`src/rtl/alu_seq.sv`:
```
// alu_seq: handshaked ALU with single-cycle logic ops and iterative unsigned mul/div
module alu_seq #(
    parameter int WIDTH = 32,
    localparam int CNT_W = $clog2(WIDTH) + 1
) (
    input  logic             clk,
    input  logic             reset,
    input  logic             in_valid,
    output logic             in_ready,
    input  logic [WIDTH-1:0] a,
    input  logic [WIDTH-1:0] b,
    input  logic [3:0]       alu_ctrl,
    output logic             out_valid,
    input  logic             out_ready,
    output logic [WIDTH-1:0] result,
    output logic             zero,
    output logic             busy
);
    typedef enum logic [1:0] {IDLE, BUSY, DONE} state_t;
    state_t state, state_n;
    logic [CNT_W-1:0] cnt;
    logic [1:0] op;
    logic [WIDTH:0] hi, hi_n, mul_sum, mul_hi, div_sh, div_tr, div_hi;
    logic [WIDTH-1:0] lo, lo_n, opb, mul_lo, div_lo, single, fin;
    logic is_iter, div_ok, last;

    assign in_ready  = state == IDLE;
    assign busy      = state == BUSY;
    assign out_valid = state == DONE;
    assign is_iter   = alu_ctrl[3:2] == 2'b10;
    assign last      = cnt == CNT_W'(1);

    // single-cycle legacy ops; undefined codes yield zero
    always_comb begin
        single = alu_ctrl == 4'b0000 ? a & b :
                 alu_ctrl == 4'b0001 ? a | b :
                 alu_ctrl == 4'b0010 ? a + b :
                 alu_ctrl == 4'b0110 ? a - b :
                 alu_ctrl == 4'b0111 ? {{(WIDTH-1){1'b0}}, a < b} :
                 alu_ctrl == 4'b1100 ? ~(a | b) : '0;
    end

    // one shift-add or restoring-division step; hi:lo is product or remainder:quotient
    always_comb begin
        mul_sum = hi + (lo[0] ? {1'b0, opb} : '0);
        mul_hi  = {1'b0, mul_sum[WIDTH:1]};
        mul_lo  = {mul_sum[0], lo[WIDTH-1:1]};
        div_sh  = {hi[WIDTH-1:0], lo[WIDTH-1]};
        div_tr  = div_sh - {1'b0, opb};
        div_ok  = !div_tr[WIDTH];
        div_hi  = div_ok ? div_tr : div_sh;
        div_lo  = {lo[WIDTH-2:0], div_ok};
        hi_n    = op[1] ? div_hi : mul_hi;
        lo_n    = op[1] ? div_lo : mul_lo;
        fin     = op[0] ? hi_n[WIDTH-1:0] : lo_n;
    end

    // next-state logic
    always_comb begin
        state_n = state;
        if (state == IDLE && in_valid)
            state_n = is_iter ? BUSY : DONE;
        else if (state == BUSY && last)
            state_n = DONE;
        else if (state == DONE && out_ready)
            state_n = IDLE;
    end

    // state register
    always_ff @(posedge clk) begin
        state <= reset ? IDLE : state_n;
    end

    // operand latch, iteration datapath and registered result
    always_ff @(posedge clk) begin
        if (reset) begin
            cnt    <= '0;
            op     <= '0;
            opb    <= '0;
            hi     <= '0;
            lo     <= '0;
            result <= '0;
            zero   <= 1'b1;
        end else if (state == IDLE && in_valid) begin
            op  <= alu_ctrl[1:0];
            opb <= b;
            hi  <= '0;
            lo  <= a;
            cnt <= is_iter ? CNT_W'(WIDTH) : '0;
            if (!is_iter) begin
                result <= single;
                zero   <= single == '0;
            end
        end else if (state == BUSY) begin
            hi  <= hi_n;
            lo  <= lo_n;
            cnt <= cnt - 1'b1;
            if (last) begin
                result <= fin;
                zero   <= fin == '0;
            end
        end
    end
endmodule

```
`config.mk`:
```
export PLATFORM = sky130hd
export DESIGN_NAME = alu_seq
export DESIGN_NICKNAME = d
export VERILOG_FILES = /design/src/rtl/alu_seq.sv
export SDC_FILE = /design/constraint.sdc
export NUM_CORES = 1
export LEC_CHECK = 0
export BUFFER_PORTS_ARGS = -buffer_cell sky130_fd_sc_hd__buf_2
export CAP_MARGIN = 20
export CORE_MARGIN = 5
export CORE_UTILIZATION = 60
export DETAILED_ROUTE_END_ITERATION = 10
export PLACE_DENSITY = 0.79
export SLEW_MARGIN = 20
export SYNTH_ARGS = -nofsm -noshare
export SYNTH_HDL_FRONTEND = slang
export SYNTH_SLANG_ARGS = --single-unit
```
`constraint.sdc`:
```
create_clock -name clk -period 9.85 [get_ports clk]
set_input_delay 1.97 -clock clk [delete_from_list [all_inputs] [get_ports clk]]
set_output_delay 1.97 -clock clk [all_outputs]
set_load 0.01 [all_outputs]
```
==> qor.csv <==
stage;metric;value;unit
yosys;ys_seq_area_share;16.4;%
timing;finalHoldViolCount;0;
worst_setup_path;ff2ff_setup_slack;2.59;ns
timing;fmax;0.138;GHz
yosys;yosysWarnings;0;
clock_tree;numCtsBuffers;17;
floorplanning;initial_utilization;61.1;%
worst_setup_path;start_kind;register;
detailed_routing;drt_iter0_drc;3099;
detailed_routing;viasPerCell;6.98;
floorplanning;ios;108;
floorplanning;die_x;179;um
clock_tree;root_buffer;clkbuf_16;
layout;ff_latch_area;2810;um2
yosys;synth.top_cells.by_count;nand2_1 (268), a21oi_1 (266), nor2_1 (254);
floorplanning;rows;61;
run;drv_cap;0;
global_route;grt_max_degree;97;
timing;slew-limit-headroom;29.2;%
yosys;synthArstFlopShare;0;%
layout;n_antenna_cell;0;
yosys;syn_area;17100;um2
yosys;synth_most_common_cell;nand2_1;
clock_tree;h-tree-depth;4;
timing;fin_setup_tns;0;ns
power;powerDensity;122;nW/um2
placement;dp_hpwl;50600;um
global_route;grt_first_pass_wirelength;104000;um
layout;final_cell_area;18300;um2
yosys;synth_area_leader_cell;dfxtp_1;
clock_tree;post_cts.repair.setup_buffers;0;
floorplanning;dieArea;31900;um2
clock_tree;clk_pin_slew;0.07;ns
layout;n_fill_cell;2610;
layout;syn2layout_area_growth;7.48;%
detailed_routing;drt_pass1_iterations;7;
detailed_routing;totalWireLength;67500;um
worst_setup_path;cp.required;10.22;ns
worst_setup_path;critPathMaxFanout;31;
worst_setup_path;path_class;register to register;
yosys;synthFlopType;dfxtp_1;
detailed_routing;vias;20000;
worst_setup_path;cp.arrival;7.63;ns
timing;period_share;73.7;%
clock_tree;clkLatencyLatePin;0.45;ns
clock_tree;cts.sinks;140;
detailed_routing;antenna_left;0;
global_route;gr-usage-all-layers;41.0;%
clock_tree;cts-hold-fix-buffers;0;
global_route;antenna_found_initial;1;
worst_setup_path;cp-end-kind;register;
yosys;avgSynthCellArea;6.90;um2
timing;skew;0.0229;ns
power;ir_drop;97.3;uV
worst_hold_path;min_path_type;register to register;
yosys;syn_nets;2712;
power;power_leakage;7.83;nW
placement;placed_cell_area;17800;um2
placement;gp_congestion;1.06;
clock_tree;post_cts_resized;0;
run_status;status;completed;
layout;fin_nets;2711;
yosys;ys_ff_latch;140;
timing;slew_violations;0;
timing;fin_crit;7.26;ns
yosys;syn_inst;2473;
layout;drive_above_1_share;9.78;%
timing;tightest_slew;1.06;ns
placement;portBuffers;107;
yosys;synth_edf_count;0;
detailed_routing;drcViolationCount;0;
yosys;synth_top_area_share;16.4;%
clock_tree;clk_path_buf_depth;2;
timing;finalSetupViolCount;0;
layout;multi_input_area;13100;um2
global_route;grt.overflow.total;0;
yosys;synth_cell_type_count;89;
clock_tree;cts_tree;done;
detailed_routing;wire_per_inst;23.6;um
timing;rsz0062_at_grt;no;
floorplanning;core;27900;um2
floorplanning;die_y;179;um
global_route;grt_pass1_vias;18300;
yosys;ys_top_cells_by_area;dfxtp_1 (16%), ha_1 (12%), a21oi_1 (7.8%);
## power breakdown
part | leakage [nW] | switching (mW) | internal [mW]
clock | 0.265 | 0.306 | 0.354
combinational | 6.42 | 0.610 | 0.325
sequential | 1.15 | 0.0459 | 0.606
total | 7.83 | 0.962 | 1.28
## cell usage in the layout (no fill, tap or decap), drive strengths merged, types with 24 or more instances in the layout
cell type  Yosys  routed
buf           46     140
a21o          40      40
nor3          66      66
a21oi        267     267
mux2i         52      52
a211oi        62      62
nand3         48      48
xnor2         37      37
o31ai         26      26
o211ai        36      36
ha           163     163
and3          31      31
a221oi        28      28
inv          154     160
o21a          24      24
dfxtp        140     140
nor2         254     254
nand2        268     268
nand2b        27      27
and2          50      50
nor4          29      29
o21ai        143     143
## per-stage QoR
stage               util, %  instances  power [mW]  worst slack [ns]  hold slack [ns]
CTS                    65.6       2862        2.20              2.83            0.451
global placement       63.6       2830        1.54              3.07            0.436
finish                 65.7       2863        2.25              2.59            0.454
floorplan                 -       2473        1.27              4.16            0.444
detailed placement     63.6       2830        1.55              2.89            0.441
global route           65.7       2863        2.33              2.18            0.471
## final timing paths
path                end  startpoint  depth (start not counted)
max                zero      lo[31]                         27
min          result[15]  result[15]                          2
max reg2reg        zero      lo[31]                         27
min reg2reg  result[15]  result[15]                          2
## routing by layer
metal	up-vias	part of all wire [%]	routed length [um]	global-route usage (%)
met4	0	4.3	2900	14.6
met5	-	0	0	0
met3	219	13	8940	8.79
li1	9027	-	-	-
met1	9344	40	26900	57.0
met2	1381	43	28800	62.7
## registers in the layout, summed over array words and instances, names as in the netlist
| name | cells |
|---|---|
| cnt | 6 |
| hi | 33 |
| lo | 32 |
| op | 2 |
| opb | 32 |
| result | 32 |
| state | 2 |
| zero | 1 |
## cell type report
| cell class | instances | area share, % |
|---|---|---|
| flip-flops and latches | 140 | 15.3 |
| inverters | 155 | 3.17 |
| clock inverters | 13 | 0.723 |
| multi-input cells | 2018 | 71.6 |
| well taps | 378 | 2.58 |
| clock buffers | 19 | 2.36 |
| repair buffers | 140 | 4.30 |
## cells by family after synthesis
logic type | Yosys count | synth area share [%]
buffers and inverters | 315 | 7.04
AOI/OAI and AO/OA | 828 | 31.9
xor gates and xnor gates | 53 | 2.72
muxes | 76 | 4.70
and+or+nand+nor | 894 | 24.8
DFF | 140 | 16.4
adders and majority gates | 167 | 12.4
## critical path: stages (launching register included)
cell	delay, ns
dfxtp_1	0.41
inv_1	0.10
ha_1	0.23
inv_1	0.08
fa_1	0.42
a211oi_1	0.45
o21ai_0	0.34
nand3_1	0.24
nand3_1	0.22
a21oi_1	0.28
o31ai_1	0.11
a21o_1	0.20
a21oi_1	0.16
o21bai_1	0.08
ha_2	0.68
buf_4	0.44
nor2b_1	0.13
a211oi_1	0.27
a21oi_1	0.07
a311o_1	0.32
a31oi_1	0.21
nand4_1	0.12
nor4_1	0.34
nand4_1	0.20
nor4_1	0.34
o2111ai_1	0.14
or4_1	0.42
a31oi_1	0.16
(Power assumes the default switching activity.)
